===== src/rtl/fir_pkg.sv =====
// rtl/fir_pkg.sv - shared FIR-chain state encodings and width helper
package fir_pkg;

    typedef enum logic {
        ST_COLLECT = 1'b0,
        ST_HOLD    = 1'b1
    } state_t;

    function automatic int cnt_width(input int len);
        return $clog2(len) + 1;
    endfunction

endpackage


===== src/rtl/deserializer_fsm.sv =====
// rtl/deserializer_fsm.sv - LSB-first serial-to-parallel word assembler with handshakes
module deserializer_fsm
    import fir_pkg::*;
#(
    parameter int LENGTH = 24
) (
    input  logic              i_clk,
    input  logic              i_rst,
    input  logic              i_en,
    input  logic              i_flush,
    input  logic              i_din,
    input  logic              i_din_valid,
    output logic              o_ready,
    output logic [LENGTH-1:0] ov_dout,
    output logic              o_dout_valid,
    input  logic              i_ready,
    output logic              o_word_done
);

    localparam int CNT_BITS = cnt_width(LENGTH);
    localparam logic [CNT_BITS-1:0] CNT_LAST = CNT_BITS'(LENGTH - 1);

    state_t              state_q, state_d;
    logic [CNT_BITS-1:0] cnt_q, cnt_d;
    logic [LENGTH-1:0]   shift_q, shift_d;
    logic [LENGTH-1:0]   dout_q, dout_d;
    logic                dout_valid_q, dout_valid_d;
    logic                word_done_q, word_done_d;
    logic                xfer;
    logic [LENGTH-1:0]   shift_next;

    assign o_ready      = (state_q == ST_COLLECT) && i_en && !i_flush;
    assign xfer         = i_en && i_din_valid && o_ready;
    assign shift_next   = {i_din, shift_q[LENGTH-1:1]};
    assign ov_dout      = dout_q;
    assign o_dout_valid = dout_valid_q;
    assign o_word_done  = word_done_q;

    always_comb begin
        state_d      = state_q;
        cnt_d        = cnt_q;
        shift_d      = shift_q;
        dout_d       = dout_q;
        dout_valid_d = dout_valid_q;
        word_done_d  = word_done_q;
        // With i_en low everything, including the done pulse, is frozen.
        if (i_en) begin
            word_done_d = 1'b0;
            case (state_q)
                ST_COLLECT: begin
                    if (i_flush) begin
                        cnt_d   = '0;
                        shift_d = '0;
                    end else if (xfer) begin
                        shift_d = shift_next;
                        if (cnt_q == CNT_LAST) begin
                            dout_d       = shift_next;
                            dout_valid_d = 1'b1;
                            word_done_d  = 1'b1;
                            cnt_d        = '0;
                            state_d      = ST_HOLD;
                        end else begin
                            cnt_d = cnt_q + CNT_BITS'(1);
                        end
                    end
                end
                ST_HOLD: begin
                    if (i_ready) begin
                        dout_valid_d = 1'b0;
                        state_d      = ST_COLLECT;
                    end
                end
                default: begin
                    state_d = ST_COLLECT;
                    cnt_d   = '0;
                end
            endcase
        end
    end

    always_ff @(posedge i_clk) begin
        if (i_rst) begin
            state_q      <= ST_COLLECT;
            cnt_q        <= '0;
            shift_q      <= '0;
            dout_q       <= '0;
            dout_valid_q <= 1'b0;
            word_done_q  <= 1'b0;
        end else begin
            state_q      <= state_d;
            cnt_q        <= cnt_d;
            shift_q      <= shift_d;
            dout_q       <= dout_d;
            dout_valid_q <= dout_valid_d;
            word_done_q  <= word_done_d;
        end
    end

endmodule


===== config.mk =====
export PLATFORM = sky130hd
export DESIGN_NAME = deserializer_fsm
export DESIGN_NICKNAME = d
export VERILOG_FILES = /design/src/rtl/fir_pkg.sv /design/src/rtl/deserializer_fsm.sv
export SDC_FILE = /design/constraint.sdc
export NUM_CORES = 1
export LEC_CHECK = 0
export CORE_UTILIZATION = 48
export DETAILED_ROUTE_END_ITERATION = 8
export PLACE_DENSITY = 0.8
export SETUP_SLACK_MARGIN = 0.02
export SYNTH_ARGS = -nofsm -noshare
export SYNTH_HDL_FRONTEND = slang
export SYNTH_SLANG_ARGS = --single-unit

===== constraint.sdc =====
create_clock -name i_clk -period 1.4 [get_ports i_clk]
set_input_delay 0.28 -clock i_clk [delete_from_list [all_inputs] [get_ports i_clk]]
set_output_delay 0.28 -clock i_clk [all_outputs]
set_load 0.01 [all_outputs]

==> impl_metrics.env, run 1 <==
export IMPL_synthCells=260
export IMPL_vias=1899
export IMPL_initialDrtViolationCount=135
export IMPL_p_total_mw=2.770
export IMPL_hold_viol_final=0
export IMPL_die_w_microns=71.88
export IMPL_avgSynthCellArea_sq_um=9.013
export IMPL_drv_slew=0
export IMPL_clock_latency_ns=0.31
export IMPL_path_class="reg2reg"
export IMPL_clk_pin_slew_worst_paths_ns=0.09
export IMPL_synth_seq_area_share_pct=47.84
export IMPL_r2r_start="state_q"
export IMPL_skew_ns=0.005558
export IMPL_hpwl_microns=2615
export IMPL_synth_seq_cells=56
export IMPL_area_delta_synth_final_pct=27.55
export IMPL_fin_crit_sh_pct=96.97
export IMPL_switching_power_uw=580.4
export IMPL_num_rows=25
export IMPL_power_density_nw_per_um2=926.7
export IMPL_clock_power_share_pct=37.3
export IMPL_final_nets=307
export IMPL_synth_area_sq_um=2343
export IMPL_gr_total_overflow=0
export IMPL_synth_area_leader_cell="dfxtp_1"
export IMPL_r2r_slack_ns=0.04
export IMPL_drc=0
export IMPL_synth_distinct_cells=27
export IMPL_die_y_microns=71.88
export IMPL_rsz0062_at_grt="true"
export IMPL_grt_pass1_vias=1643
export IMPL_holdPathStages=3
export IMPL_combPwrFrac_pct=5.1
export IMPL_tightestPinTransition_ns=0.2693
export IMPL_fp_dieArea_sq_um=5166
export IMPL_drt_wirelength_per_cell_microns=12.38
export IMPL_ir_drop_mv=0.5146
export IMPL_cts_made_buffers=5
export IMPL_antenna_found_initial=0
export IMPL_final_antenna_net_count=0
export IMPL_synth_nets=268
export IMPL_synth_area_leaders="dfxtp_1, nand2b_1, mux2i_1, a21oi_1, o21ai_0"
export IMPL_max_cap_violations=0
export IMPL_outcome="completed"
export IMPL_reg2regPathDepth=4
export IMPL_n_antenna_cell=0
export IMPL_rr_endpoint="ov_dout[21]"
export IMPL_hold_end="cnt_q[0]"
export IMPL_synth_top_area_share_pct=47.84
export IMPL_p_int_mw=2.190
export IMPL_hp_start="i_rst"
export IMPL_vias_per_cell=5.174
export IMPL_sequentialPowerShare_pct=57.6
export IMPL_fin_area_sq_um=2989
export IMPL_slew_headroom_pct=82.05
export IMPL_dr_pass1_iters=4
export IMPL_place_area_sq_um=2796
export IMPL_grt_max_degree=81
export IMPL_cts_tree="done"
export IMPL_track_usage_pct=18.05
export IMPL_cp_max_fo=6
export IMPL_cts_sinks=56
export IMPL_p_sw_share_pct=20.95
export IMPL_worst_hold_path_type="in2reg"
export IMPL_io_pins=34
export IMPL_start_kind="flop"
export IMPL_cts_root_buf="clkbuf_8"
export IMPL_arrival_ns=1.61
export IMPL_cts_path_max_buffers=2
export IMPL_grt_pass1_wl_microns=7327
export IMPL_finalWeightedCongestion=0.7687
export IMPL_worstPathRequired_ns=1.65
export IMPL_drt_total_wl_microns=4543
export IMPL_setup_violations=0
export IMPL_design_core_area_sq_um=4723
export IMPL_min_period_ns=1.358
export IMPL_drive_gt1_share_pct=12.00
export IMPL_io_buffer_count=33
export IMPL_cellLeakagePower_nw=1.112
export IMPL_fmax_mhz=736.6
export IMPL_cts_max_level=2
export IMPL_start_util_pct=49.62
export IMPL_yosysWarnings=0
export IMPL_end_kind="flop"
==> worst max-delay path by stage <==
| stage | from | to | cells past startpoint |
|---|---|---|---|
| floorplan | cnt_q[0] | ov_dout[0] | 6 |
| global placement | i_en | o_ready | 4 |
| detailed placement | i_en | o_ready | 4 |
| CTS | cnt_q[1] | ov_dout[15] | 5 |
| global route | state_q | ov_dout[2] | 4 |
| finish | state_q | ov_dout[21] | 4 |
==> synth_stat cells, drive strengths merged <==
cell,count
dfxtp,56
nand2b,51
a21oi,29
nand2,26
o21ai,26
mux2i,24
clkbuf,14
buf,5
nor2,4
a31oi,3
a311oi,2
and2,2
and3,2
inv,2
nand3,2
o211ai,2
a211o,1
a21o,1
and4bb,1
ha,1
nand3b,1
nand4,1
nand4b,1
nor3b,1
o31ai,1
or2,1
==> power groups by stage <==
stage          clock (mW)  combinational (mW)  sequential, mW
2_1_floorplan           0              0.0804            1.63
3_3_place_gp            0               0.142            1.63
3_5_place_dp            0               0.141            1.63
4_1_cts              1.06               0.138            1.60
5_1_grt              1.12               0.154            1.60
6_report             1.03               0.142            1.60
==> worst max-delay path, stage by stage, from the launching register on <==
cell       delay, ns
dfxtp_2         0.33
and4bb_1        0.31
and3_4          0.30
clkbuf_16       0.18
mux2i_1         0.17
==> sequential cells by signal (all words and copies together) (netlist names) <==
register	count
ov_dout	24
shift_q	23
state_q	1
o_dout_valid	1
o_word_done	1
cnt_q	6
==> layout by cell type, fill, tap and decap left out, types with 2 or more instances in the layout <==
master / count
dfxtp_1: 53
buf_4: 10
buf_6: 2
clkbuf_8: 5
o211ai_1: 2
dlymetal6s2s_1: 2
a21oi_1: 29
a311oi_1: 2
buf_12: 4
inv_1: 2
nand2b_1: 51
a31oi_1: 3
clkbuf_16: 2
mux2i_1: 24
clkdlybuf4s50_1: 2
buf_2: 2
nand3_1: 2
nand2_1: 26
dfxtp_2: 3
dlygate4sd2_1: 27
nor2_1: 3
o21ai_0: 26
==> per-stage QoR <==
step	hold WS [ns]	util [%]	worst slack, ns	instances	setup TNS (ns)
floorplan	0.4160	-	0.02126	260	0
global placement	0.4499	59.21	-0.4142	356	-15.34
detailed placement	0.4537	59.21	-0.4082	356	-16.55
CTS	0.4299	60.69	-0.03871	364	-0.1887
global route	0.4540	63.28	-0.0009167	367	-0.001626
finish	0.4137	63.28	0.04236	367	0
==> area by class of cell <==
class	instances	area, sq um
fill	397	1734
multi-input combinational	183	1146
tap	67	83.83
timing repair buffer	51	519.2
inverter	2	7.507
sequential	56	1125
clock buffer	6	72.57
clock inverter	2	35.03
==> per-layer routing <==
metal	share of wire (%)	vias up	GRT usage, %
met3	3.8	6	4.782
met2	46	43	29.14
met4	1.4	0	6.536
met1	49	892	23.31
met5	0	-	0
li1	-	958	-
==> cell families (layout without fill, tap and decap cells) <==
kind of cell / after synthesis / after routing / share of synthesized area (%)
adder cells (fa/ha/maj): 1 / 1 / 0.5338
flip-flops: 56 / 56 / 47.84
AO/OA/AOI/OAI: 65 / 65 / 14.95
buffers and inverters: 21 / 61 / 4.431
multiplexers: 24 / 24 / 10.25
AND/OR/NAND/NOR: 93 / 93 / 22.00
==> repair_timing <==
| item | 4_1_cts | 5_1_grt |
|---|---|---|
| hold buffers | 0 | 0 |
| gates cloned | 0 | 2 |
| buffers inserted | 0 | 1 |
| pin swaps | 0 | 2 |
| gates resized for setup | 32 | 17 |
| setup endpoints to repair | 51 | 48 |
Note: power is estimated with default switching activity, not from simulation.
==> inputs of run 2 (changes only) <==
--- a/config.mk
+++ b/config.mk
@@ -5,10 +5,12 @@
 export SDC_FILE = /design/constraint.sdc
 export NUM_CORES = 1
 export LEC_CHECK = 0
-export CORE_UTILIZATION = 48
+export CORE_UTILIZATION = 56
 export DETAILED_ROUTE_END_ITERATION = 8
-export PLACE_DENSITY = 0.8
+export PLACE_DENSITY = 0.87
 export SETUP_SLACK_MARGIN = 0.02
+export SLEW_MARGIN = 20
 export SYNTH_ARGS = -nofsm -noshare
 export SYNTH_HDL_FRONTEND = slang
 export SYNTH_SLANG_ARGS = --single-unit
+export TNS_END_PERCENT = 50
==> constraint.sdc (replaced) <==
create_clock -name i_clk -period 1.7 [get_ports i_clk]
set_input_delay 0.34 -clock i_clk [delete_from_list [all_inputs] [get_ports i_clk]]
set_output_delay 0.34 -clock i_clk [all_outputs]
set_load 0.01 [all_outputs]
==> run 2 against run 1 <==
  * Flip-flop and latch count unchanged
  * Combinational power down 18%
  * Power down 18%
  * Die area down 14%
  * Global-route usage up 4.0 points
  * Sequential power down 18%
  * Wire length down 4.9%
  * Worst setup slack better by 0.057 ns
  * Clock skew up 0.0034 ns
  * Critical endpoint is now o_ready
  * Largest power group unchanged
==> impl_metrics.env, run 2 (synthesized netlist as in run 1, its figures left out) <==
export IMPL_cp_max_fo=2
export IMPL_initialDrtViolationCount=103
export IMPL_cts_tree="done"
export IMPL_die_w_microns=66.69
export IMPL_grt_max_degree=81
export IMPL_cp_cell_sequence="clkdlybuf4s50_1 > nand2b_1 > nor2_1 > dlygate4sd2_1"
export IMPL_outcome="completed"
export IMPL_design_core_area_sq_um=4000
export IMPL_crit_start="i_en"
export IMPL_n_antenna_cell=0
export IMPL_grt_pass1_vias=1605
export IMPL_fin_crit_sh_pct=94.15
export IMPL_vias_per_cell=5.315
export IMPL_post_cts_buffers=0
export IMPL_min_period_ns=1.600
export IMPL_grt_pass1_wl_microns=7403
export IMPL_arrival_ns=1.26
export IMPL_drc=0
export IMPL_slew_headroom_pct=82.51
export IMPL_finalWeightedCongestion=0.7952
export IMPL_crit_cells=4
export IMPL_cts_root_buf="clkbuf_8"
export IMPL_slowest_delay_ns=0.48
export IMPL_crit_path_end="o_ready"
export IMPL_post_cts_resized=1
export IMPL_hold_slack_ns=0.4700
export IMPL_r2r_start="cnt_q[0]"
export IMPL_setup_violations=0
export IMPL_num_rows=23
export IMPL_cts_max_level=2
export IMPL_critPathBufInv=2
export IMPL_hold_viol_final=0
export IMPL_io_buffer_count=33
export IMPL_antenna_found_initial=0
export IMPL_vias=1839
export IMPL_path_class="in2out"
export IMPL_clk_pin_slew_worst_paths_ns=0.10
export IMPL_rr_endpoint="ov_dout[16]"
export IMPL_critical_path_top_delay_family="buffers and inverters"
export IMPL_fp_dieArea_sq_um=4448
export IMPL_drive_gt1_share_pct=8.108
export IMPL_drv_slew=0
export IMPL_largest_register_ffs=24
export IMPL_start_util_pct=58.59
export IMPL_r2r_slack_ns=0.15
export IMPL_layout_commonest_cell="dfxtp_1"
export IMPL_cts_sinks=56
export IMPL_final_antenna_net_count=0
export IMPL_layout_common_cells="dfxtp_1, nand2b_1, clkdlybuf4s50_1, a21oi_1"
export IMPL_cellLeakagePower_nw=0.9259
export IMPL_final_nets=303
export IMPL_gr_total_overflow=0
export IMPL_ir_drop_mv=0.5466
export IMPL_clock_latency_ns=0.31
export IMPL_io_pins=34
export IMPL_max_cap_violations=0
export IMPL_track_usage_pct=22.04
export IMPL_dr_pass1_iters=4
export IMPL_drt_wirelength_per_cell_microns=12.48
export IMPL_area_delta_synth_final_pct=23.12
export IMPL_worstPathRequired_ns=1.36
export IMPL_worst_hold_path_type="reg2reg"
export IMPL_cts_made_buffers=5
export IMPL_reg2regPathDepth=5
export IMPL_skew_ns=0.008963
export IMPL_hpwl_microns=2805
export IMPL_power_density_nw_per_um2=791.0
export IMPL_setup_tns_ns=0
export IMPL_start_kind="primary input"
export IMPL_cts_hold_buf=0
export IMPL_tightestPinTransition_ns=0.2623
export IMPL_die_y_microns=66.69
export IMPL_cts_path_max_buffers=2
export IMPL_drt_total_wl_microns=4319
export IMPL_fmax_mhz=624.8
export IMPL_rsz0062_at_grt="false"
export IMPL_slowest_stage="clkdlybuf4s50_1"
export IMPL_end_kind="primary output"
-- run 2: worst min path at each step --
stage	slack [ns]	to	depth (start not counted)	start
after floorplan	0.44	shift_q[10]	2	shift_q[11]
after global placement	0.45	shift_q[1]	2	shift_q[2]
after detailed placement	0.45	shift_q[17]	2	shift_q[18]
after CTS	0.47	shift_q[17]	2	shift_q[18]
after global routing	0.49	shift_q[20]	2	shift_q[21]
final	0.47	shift_q[17]	2	shift_q[18]
-- run 2: worst min-delay path: stages, from the launching register on --
cell and delay (ns):
dfxtp_1 0.33, nand2_1 0.05, a21oi_1 0.05
-- run 2: metal layers --
metal  up-vias  GRT usage, %  part of all wire [%]
met5         -             0                     0
met4         0         9.574                   1.7
met3         7         4.281                   3.3
met2        37         35.10                    47
met1       844         28.71                    48
li1        951             -                     -
-- run 2: area by class of cell --
cell class                      instances  area [sq um]
Timing Repair Buffer                   47         466.7
Fill cell                             309          1115
Clock buffer                            6         72.57
Multi-Input combinational cell        183          1120
Clock inverter                          2         35.03
Tap cell                               50         62.56
Sequential cell                        56          1121
Inverter                                2         7.507
-- run 2: through the flow --
step	setup WS (ns)	utilization [%]	total power [mW]	area (sq um)	instances
detailed placement	-0.2096	69.44	1.462	2778	338
CTS	0.07804	72.10	2.295	2884	346
global route	0.02162	72.13	2.353	2885	346
finish	0.09953	72.13	2.282	2885	346
global placement	-0.1636	69.44	1.461	2778	338
floorplan	0.3184	-	1.410	2344	260
-- run 2: where the power goes --
| part | switching, mW | leakage [nW] | internal (mW) |
|---|---|---|---|
| Combinational | 0.0625 | 0.420 | 0.0545 |
| Clock | 0.413 | 0.0552 | 0.438 |
| Sequential | 0.00168 | 0.451 | 1.31 |
| Total | 0.478 | 0.926 | 1.80 |
==> inputs of run 3 (changes only) <==
--- a/config.mk
+++ b/config.mk
@@ -6,7 +6,9 @@
 export NUM_CORES = 1
 export LEC_CHECK = 0
 export CORE_UTILIZATION = 56
+export CTS_CLUSTER_SIZE = 30
 export DETAILED_ROUTE_END_ITERATION = 8
+export MAX_ROUTING_LAYER = met4
 export PLACE_DENSITY = 0.87
 export SETUP_SLACK_MARGIN = 0.02
 export SLEW_MARGIN = 20
==> run 3 against run 2 <==
  * Worst setup slack did not move
  * Clock skew is 0.00058 ns higher
  * Final area stayed put
  * Cell count stayed put
  * First-iteration DRC count down 5.8%
  * Fmax unchanged
  * Register-to-register slack is essentially flat
  * Flip-flop and latch count unchanged
  * Critical path depth stayed put
  * Global-route usage is 0.59 points higher
  * Power hardly changed
  * Largest power group unchanged
  * Highest routed layer unchanged
==> impl_metrics.env, run 3 (synthesized netlist as in run 1, its figures left out) <==
export IMPL_io_pins=34
export IMPL_layout_commonest_cell="dfxtp_1"
export IMPL_hpwl_microns=2805
export IMPL_slew_headroom_pct=82.44
export IMPL_finalWeightedCongestion=0.8066
export IMPL_hp_start="shift_q[18]"
export IMPL_initialDrtViolationCount=97
export IMPL_power_density_nw_per_um2=791.3
export IMPL_design_core_area_sq_um=4000
export IMPL_drt_total_wl_microns=4316
export IMPL_die_y_microns=66.69
export IMPL_start_util_pct=58.59
export IMPL_final_antenna_net_count=0
export IMPL_cts_max_level=2
export IMPL_area_delta_synth_final_pct=23.12
export IMPL_cellLeakagePower_nw=0.9259
export IMPL_drc=0
export IMPL_worstPathRequired_ns=1.36
export IMPL_place_ws_ns=-0.2096
export IMPL_clock_latency_ns=0.31
export IMPL_gr_total_overflow=0
export IMPL_grt_pass1_vias=1604
export IMPL_rsz0062_at_grt="false"
export IMPL_io_buffer_count=33
export IMPL_cts_root_buf="clkbuf_8"
export IMPL_post_cts_buffers=0
export IMPL_fmax_mhz=624.8
export IMPL_arrival_ns=1.26
export IMPL_skew_ns=0.009541
export IMPL_ir_drop_mv=0.5466
export IMPL_worst_hold_path_type="reg2reg"
export IMPL_min_period_ns=1.600
export IMPL_vias=1839
export IMPL_cts_path_max_buffers=2
export IMPL_outcome="completed"
export IMPL_max_cap_violations=0
export IMPL_fin_crit_sh_pct=94.15
export IMPL_drt_wirelength_per_cell_microns=12.47
export IMPL_clk_pin_slew_worst_paths_ns=0.10
export IMPL_start_kind="primary input"
export IMPL_antenna_found_initial=0
export IMPL_cts_hold_buf=0
export IMPL_cp_max_fo=2
export IMPL_crit_start="i_en"
export IMPL_cts_tree="done"
export IMPL_drv_slew=0
export IMPL_slowest_stage="clkdlybuf4s50_1"
export IMPL_grt_max_degree=81
export IMPL_end_kind="primary output"
export IMPL_finalWorstSetupSlack_ns=0.09953
export IMPL_path_class="in2out"
export IMPL_fin_area_sq_um=2885
export IMPL_num_rows=23
export IMPL_slowest_delay_ns=0.48
export IMPL_largest_register_ffs=24
export IMPL_hold_viol_final=0
export IMPL_track_usage_pct=22.63
export IMPL_tightestPinTransition_ns=0.2635
export IMPL_vias_per_cell=5.315
export IMPL_die_w_microns=66.69
export IMPL_dr_pass1_iters=4
export IMPL_grt_pass1_wl_microns=7410
export IMPL_setup_tns_ns=0
export IMPL_setup_violations=0
export IMPL_finish_utilization_pct=72.13
export IMPL_fillCellCount=309
export IMPL_critical_path_top_delay_family="buffers and inverters"
export IMPL_cp_cell_sequence="clkdlybuf4s50_1 > nand2b_1 > nor2_1 > dlygate4sd2_1"
export IMPL_critPathBufInv=2
export IMPL_place_area_sq_um=2778
export IMPL_n_antenna_cell=0
export IMPL_r2r_start="cnt_q[0]"
export IMPL_final_nets=303
export IMPL_cts_sinks=56
export IMPL_drive_gt1_share_pct=8.108
export IMPL_cts_made_buffers=5
export IMPL_hold_slack_ns=0.4700
export IMPL_fp_dieArea_sq_um=4448
export IMPL_layout_common_cells="dfxtp_1, nand2b_1, clkdlybuf4s50_1, a21oi_1"
==> run 3: layout make-up <==
cell class / instances / area [sq um] / area share (%)
clock inverters: 2 / 35.03 / 1.214
clock buffers: 6 / 72.57 / 2.515
repair buffers: 47 / 466.7 / 16.18
flip-flops and latches: 56 / 1121 / 38.86
multi-input cells: 183 / 1120 / 38.81
inverters: 2 / 7.507 / 0.2602
well taps: 50 / 62.56 / 2.168
==> run 3: power by group <==
group / switching [mW] / internal [mW] / leakage, nW / total (mW)
sequential: 0.00168 / 1.31 / 0.451 / 1.31
clock: 0.414 / 0.438 / 0.0552 / 0.852
combinational: 0.0624 / 0.0545 / 0.420 / 0.117
total: 0.479 / 1.80 / 0.926 / 2.28
==> run 3: worst paths after layout <==
path,slack [ns],cells after the start,to
min reg2reg,0.47,2,shift_q[17]
max reg2reg,0.15,5,ov_dout[16]
min,0.47,2,shift_q[17]
max,0.1,4,o_ready
==> run 3: stage by stage <==
stage	instances	total power [mW]
final	346	2.283
after global routing	346	2.353
after CTS	346	2.295
after detailed placement	338	1.462
after global placement	338	1.461
after floorplan	260	1.410
==> run 3: routing by layer <==
metal | routed length [microns] | GRT usage [%] | up-vias
li1 | - | - | 951
met1 | 2090 | 28.71 | 845
met2 | 2011 | 35.10 | 36
met3 | 137 | 4.281 | 7
met4 | 76 | 9.574 | 0
met5 | 0 | - | -
==> run 3: timing repair <==
action / 4_1_cts / 5_1_grt
gates cloned: 0 / 0
resized for setup: 1 / 1
endpoints found under the setup margin: 1 / 11
==> run 3: worst register-to-register path: stages, from the launching register on <==
cell,delay (ns)
dfxtp_1,0.38
ha_1,0.24
and2_1,0.23
and3_2,0.27
buf_12,0.18
mux2i_1,0.20
